`config.mk`:
```
export PLATFORM = sky130hd
export DESIGN_NAME = vga_controller
export DESIGN_NICKNAME = d
export VERILOG_FILES = /design/src/rtl/vga_controller.sv
export SDC_FILE = /design/constraint.sdc
export NUM_CORES = 1
export LEC_CHECK = 0
export ABC_AREA = 1
export BUFFER_PORTS_ARGS = -buffer_cell sky130_fd_sc_hd__buf_2
export CORE_UTILIZATION = 42
export CTS_BUF_LIST = sky130_fd_sc_hd__clkbuf_16
export DETAILED_ROUTE_END_ITERATION = 12
export PLACE_DENSITY = 0.66
export SYNTH_ARGS = -nofsm -noshare
export SYNTH_HDL_FRONTEND = slang
export SYNTH_SLANG_ARGS = --single-unit
```
`constraint.sdc`:
```
create_clock -name clk -period 2.87 [get_ports clk]
set_input_delay 0.1435 -clock clk [delete_from_list [all_inputs] [get_ports clk]]
set_output_delay 0.1435 -clock clk [all_outputs]
set_load 0.02 [all_outputs]
```
`src/rtl/vga_controller.sv`:
```
// vga_controller: 640x480@60 raster timing generator with a one-stage output register.
// Ports:
//   clk, reset             pixel clock, asynchronous active-high reset
//   i_red/i_green/i_blue   colour returned by the upstream for the current x,y
//   o_request, x, y        combinational pixel request for the current counter position
//   vga_r/g/b              registered colour, forced to 0 while blanked
//   vga_hs, vga_vs         registered active-low syncs
//   vga_blank_n            registered, low during blanking
//   vga_sync_n             constant 0 (no sync-on-green)
module vga_controller #(
    parameter int unsigned WIDTH   = 640,
    parameter int unsigned HEIGHT  = 480,
    parameter int unsigned H_FRONT = 16,
    parameter int unsigned H_SYNC  = 96,
    parameter int unsigned H_BACK  = 48,
    parameter int unsigned V_FRONT = 10,
    parameter int unsigned V_SYNC  = 2,
    parameter int unsigned V_BACK  = 33
) (
    input  logic                      clk,
    input  logic                      reset,
    input  logic [7:0]                i_red,
    input  logic [7:0]                i_green,
    input  logic [7:0]                i_blue,
    output logic                      o_request,
    output logic [$clog2(WIDTH)-1:0]  x,
    output logic [$clog2(HEIGHT)-1:0] y,
    output logic [7:0]                vga_r,
    output logic [7:0]                vga_g,
    output logic [7:0]                vga_b,
    output logic                      vga_hs,
    output logic                      vga_vs,
    output logic                      vga_blank_n,
    output logic                      vga_sync_n
);

    localparam int unsigned H_TOTAL = WIDTH + H_FRONT + H_SYNC + H_BACK;
    localparam int unsigned V_TOTAL = HEIGHT + V_FRONT + V_SYNC + V_BACK;
    localparam int unsigned HCW     = $clog2(H_TOTAL);
    localparam int unsigned VCW     = $clog2(V_TOTAL);
    localparam int unsigned XW      = $clog2(WIDTH);
    localparam int unsigned YW      = $clog2(HEIGHT);

    // Region boundaries at counter width; sync covers [start, end).
    localparam logic [HCW-1:0] H_LAST  = HCW'(H_TOTAL - 1);
    localparam logic [HCW-1:0] H_ACT   = HCW'(WIDTH);
    localparam logic [HCW-1:0] H_SS    = HCW'(WIDTH + H_FRONT);
    localparam logic [HCW-1:0] H_SE    = HCW'(WIDTH + H_FRONT + H_SYNC);
    localparam logic [VCW-1:0] V_LAST  = VCW'(V_TOTAL - 1);
    localparam logic [VCW-1:0] V_ACT   = VCW'(HEIGHT);
    localparam logic [VCW-1:0] V_SS    = VCW'(HEIGHT + V_FRONT);
    localparam logic [VCW-1:0] V_SE    = VCW'(HEIGHT + V_FRONT + V_SYNC);

    logic [HCW-1:0] h_cnt;
    logic [VCW-1:0] v_cnt;
    logic           active;
    logic           h_sync;
    logic           v_sync;

    // Raster position: h wraps every line, v advances on the h wrap.
    always_ff @(posedge clk or posedge reset) begin
        if (reset) begin
            h_cnt <= '0;
            v_cnt <= '0;
        end else if (h_cnt == H_LAST) begin
            h_cnt <= '0;
            v_cnt <= (v_cnt == V_LAST) ? '0 : v_cnt + VCW'(1);
        end else begin
            h_cnt <= h_cnt + HCW'(1);
        end
    end

    // Region decode from the current counters.
    always_comb begin
        active = (h_cnt < H_ACT) && (v_cnt < V_ACT);
        h_sync = (h_cnt >= H_SS) && (h_cnt < H_SE);
        v_sync = (v_cnt >= V_SS) && (v_cnt < V_SE);
    end

    // Request stage; coordinates are only narrowed while inside the active area.
    always_comb begin
        o_request = active && !reset;
        x         = active ? XW'(h_cnt) : '0;
        y         = active ? YW'(v_cnt) : '0;
    end

    // Pin stage: colour, blank and syncs all sampled from the same counter values.
    always_ff @(posedge clk or posedge reset) begin
        if (reset) begin
            vga_r       <= '0;
            vga_g       <= '0;
            vga_b       <= '0;
            vga_hs      <= 1'b1;
            vga_vs      <= 1'b1;
            vga_blank_n <= 1'b0;
        end else begin
            vga_r       <= active ? i_red   : '0;
            vga_g       <= active ? i_green : '0;
            vga_b       <= active ? i_blue  : '0;
            vga_hs      <= !h_sync;
            vga_vs      <= !v_sync;
            vga_blank_n <= active;
        end
    end

    assign vga_sync_n = 1'b0;

endmodule

```
## Word level (Yosys, flattened, before mapping)

Cells that the tools add are included.

| storage, ports and cells | value |
|---|---|
| register bits after elaboration | 47 |
| bits of input ports | 26 |
| output and inout port bits | 48 |
| logic and storage cells | 32 |

| operators by class | value |
|---|---|
| add/subtract/negate cells | 2 |
| $lt $le $gt $ge | 6 |
| equality and inequality tests | 2 |
| multiplexer cells | 7 |
| reductions and logical operators | 7 |

Operators by type and width:

| operator | count |
|---|---|
| 10-bit 2-to-1 mux | 3 |
| 8-bit 2-to-1 mux | 3 |
| 10-bit by 1-bit adder with 10-bit output, second input constant | 2 |
| 10-bit equality test, second input constant | 2 |
| 10-bit < comparator, second input constant | 2 |
| 10-bit by 9-bit < comparator with 1-bit output, second input constant | 2 |
| 10-bit >= comparator, second input constant | 1 |
| 10-bit by 9-bit >= comparator with 1-bit output, second input constant | 1 |
| 9-bit 2-to-1 mux | 1 |
| 1-bit logical AND | 4 |
| 1-bit zero test | 3 |

## Depth between registers and ports, before layout

| logic depth | value |
|---|---|
| depth after elaboration | 3 |
| gate-level depth with buffers | 8 |
| mapped depth without buffers | 8 |

## Worst setup path after synthesis

No wires, ideal clock.

| timing | value |
|---|---|
| path type | flip-flop to output port |
| start point | register v_cnt[5] |
| end point | output o_request |
| arrival | 1.245 ns |
| data required time | 2.727 ns |
| path slack | 1.482 ns |
| cell stages (with the launch flop) | 6 |
| buffers on the path | 2 |
| cell sequence | dfrtp_1 buf_2 nand4_1 nand4_4 buf_4 nor2_1 |

| on the way | value |
|---|---|
| cells in the longest elaborated chain, start to end | 3 |

RTL lines:

| what | RTL line | RTL |
|---|---|---|
| start, declared | 55 | `logic [VCW-1:0] v_cnt;` |
| start signal, assigned | 67 | `v_cnt <= (v_cnt == V_LAST) ? '0 : v_cnt + VCW'(1);` |
| 10-bit by 9-bit < comparator with 1-bit output | 75 | `active = (h_cnt < H_ACT) && (v_cnt < V_ACT);` |
| 1-bit logical AND | 75 |  |
| 1-bit logical AND | 82 | `o_request = active && !reset;` |
| end, declared | 25 | `output logic o_request,` |

Every way passes these cells.

## Worst setup path after layout

| timing | value |
|---|---|
| start point | register v_cnt[6] |
| end point | output x[6] |

| on the way | value |
|---|---|
| cells in the longest elaborated chain, start to end | 3 |

RTL lines:

| what | RTL line | RTL |
|---|---|---|
| 10-bit by 9-bit < comparator with 1-bit output | 75 |  |
| 1-bit logical AND | 75 |  |
| 10-bit 2-to-1 mux | 83 | `x = active ? XW'(h_cnt) : '0;` |
| end, declared | 26 | `output logic [$clog2(WIDTH)-1:0] x,` |

Every way passes these cells.

==> impl_metrics.json <==
{
  "async_flop_share": 1.00,
  "yosys_most_used_dff": "dfrtp_1",
  "synth_nets": 292,
  "internal_power_mw": 1.04,
  "worstHoldStart": "i_blue[7]",
  "rrSetupSlack_ps": 1300,
  "initial_core_util": 0.435,
  "clock-root-buffer": "clkbuf_16",
  "pre_cts_ws_ps": 1040,
  "vias": 1759,
  "postCtsSetupBuffers": 0,
  "wl_per_cell_um": 10.7,
  "drt_pass1_iterations": 4,
  "gp_congestion": 0.803,
  "overflow": 0,
  "reg2reg_to": "vga_g[4]",
  "cap_violations": 0,
  "reg2reg_from": "v_cnt[6]",
  "synth.distinct_cells": 25,
  "hpwl_um": 3090,
  "drtAntennaViolNets": 0,
  "netlist_top_cells_count": "nor2_1, inv_1, dfrtp_1",
  "diodes": 0,
  "hold_path.class": "in -> reg",
  "p_switching_uw": 317,
  "finalWirelength_um": 4350,
  "syn_area_mm2": 0.00221,
  "coreArea_mm2": 0.00507,
  "cts_resized": 0,
  "fill_cells": 504,
  "maxSlewHeadroom": 0.369,
  "cts_num_sinks": 47,
  "die_area_mm2": 0.00555,
  "p_comb_frac": 0.064,
  "power_frac_clock": 0.432,
  "clock-skew-final_ps": 5.35,
  "cts_tree": "done",
  "grtUsageTotal": 0.169,
  "synth.avg_cell_area_um2": 8.43,
  "cts.hold.buffers_added": 0,
  "hold_end": "vga_b[7]",
  "drt_drc_violations_left": 0,
  "insertion_delay_ps": 290,
  "critPathKind": "reg -> out",
  "htreeDepth": 2,
  "power_density_mw_per_mm2": 493,
  "synth_edf_count": 0,
  "arrival_ps": 1960,
  "worstMarginPinSlew_ps": 946,
  "min_period_ps": 2100,
  "io_pins": 74,
  "switching_share": 0.234,
  "status": "complete, no violations",
  "port_buffers": 72,
  "drtIter0Drc": 107,
  "synth.ff_latch_count": 47,
  "nets": 364,
  "required_ps": 2730,
  "synthCells": 262,
  "row_count": 26,
  "rsz0062_at_grt": "no",
  "antenna_found_initial": 0,
  "chipWidth_um": 74.5,
  "synth_warnings": 0,
  "drive_gt1_frac": 0.296,
  "slew_violations": 0,
  "reg2reg_depth": 3,
  "final_area_mm2": 0.00275,
  "hold_path_depth": 3,
  "max-clock-path-buffers": 2,
  "ys_seq_area_frac": 0.534,
  "grt_max_degree": 48,
  "yosys.area.top_type_share": 0.510,
  "crit_fanout": 45,
  "placed_area_mm2": 0.00260,
  "fin_ws_ps": 769,
  "period_share": 0.732,
  "fmax_ghz": 0.476,
  "finalHoldViolations": 0,
  "die_h_um": 74.5,
  "cts.clk_slew.worst_paths_ps": 70,
  "tns_ps": 0,
  "cts_buffers": 5,
  "grt_first_pass_wirelength_um": 7050,
  "crit_path_end_kind": "output port",
  "grt_pass1_vias": 1648,
  "area_growth_syn_to_layout_pct": 24.6,
  "setup_viol": 0,
  "routed_via_density": 4.34,
  "yosysMostFrequentCell": "nor2_1",
  "synth_area_leader_cell": "dfrtp_1",
  "start_kind": "flip-flop",
  "synth_area_leaders": "dfrtp_1, nor2_1, inv_1",
  "pwr-share-seq": 0.504,
  "p_leak_nw": 1.50,
  "ir_drop_uv": 320
}
cell families after synthesis:
family | synth area share
and+or+nand+nor | 0.255
buffers and inverters | 0.125
DFF | 0.534
AOI/OAI and AO/OA | 0.0306
xor gates and xnor gates | 0.0317
adders and majority gates | 0.0227
other | 0.00170
worst max-delay path: stages, from the launching register on:
cell and delay [ps]:
dfrtp_1 450, nand4_1 220, nand4_4 510, nor2_1 260
buf_2 200
through the flow:
step                       util  hold slack, ps  instances  power [mW]
final                     0.542            53.8        405        1.36
after global routing      0.542            57.9        405        1.40
after CTS                 0.542            49.2        405        1.38
after detailed placement  0.513             358        397       0.785
after global placement    0.513             353        397       0.784
after floorplan               -             250        262       0.746
routing by layer:
metal / share of wire / GRT usage / wire length (µm)
met5: 0 / 0 / 0
met4: 0.013 / 0.0566 / 58
met3: 0.051 / 0.0474 / 223
met2: 0.46 / 0.286 / 2020
met1: 0.47 / 0.208 / 2050
state kept, by name (all words and copies together) (netlist names):
signal	count
v_cnt	10
vga_g	8
vga_vs	1
vga_hs	1
vga_blank_n	1
vga_b	8
h_cnt	10
vga_r	8
worst max-delay path by stage:
| stage | startpoint | endpoint | slack, ps |
|---|---|---|---|
| after global placement | v_cnt[6] | x[8] | 1050 |
| final | v_cnt[6] | x[6] | 770 |
| after detailed placement | v_cnt[6] | y[4] | 1040 |
| after floorplan | v_cnt[5] | o_request | 1480 |
| after CTS | v_cnt[6] | y[4] | 720 |
| after global routing | v_cnt[6] | x[3] | 570 |
placed cells by master, fill, tap and decap left out, drive strengths merged, types with 2 or more instances in the layout:
| master | Yosys | routed |
|---|---|---|
| inv | 59 | 61 |
| o21ai | 8 | 8 |
| nor3 | 3 | 3 |
| a21oi | 4 | 4 |
| xor2 | 8 | 8 |
| nor2 | 69 | 69 |
| dfrtp | 45 | 45 |
| nand2 | 31 | 31 |
| ha | 4 | 4 |
| nand3 | 13 | 13 |
| clkbuf | 0 | 5 |
| nand4 | 6 | 6 |
| buf | 7 | 72 |
| dfstp | 2 | 2 |
power groups by stage:
stage | sequential [mW] | clock (mW) | combinational [mW]
3_5_place_dp | 0.696 | 0 | 0.0894
2_1_floorplan | 0.719 | 0 | 0.0265
4_1_cts | 0.683 | 0.603 | 0.0894
5_1_grt | 0.684 | 0.622 | 0.0971
6_report | 0.683 | 0.586 | 0.0871
3_3_place_gp | 0.696 | 0 | 0.0880
area by class of cell:
type,count,area [µm²],area share
clock inverters,3,25.0,0.00909
clock buffers,5,125,0.0455
repair buffers,72,360,0.131
inverters,59,221,0.0805
flip-flops and latches,47,1180,0.428
multi-input cells,149,754,0.274
well taps,70,87.6,0.0318
Note: power is estimated with default switching activity, not from simulation.
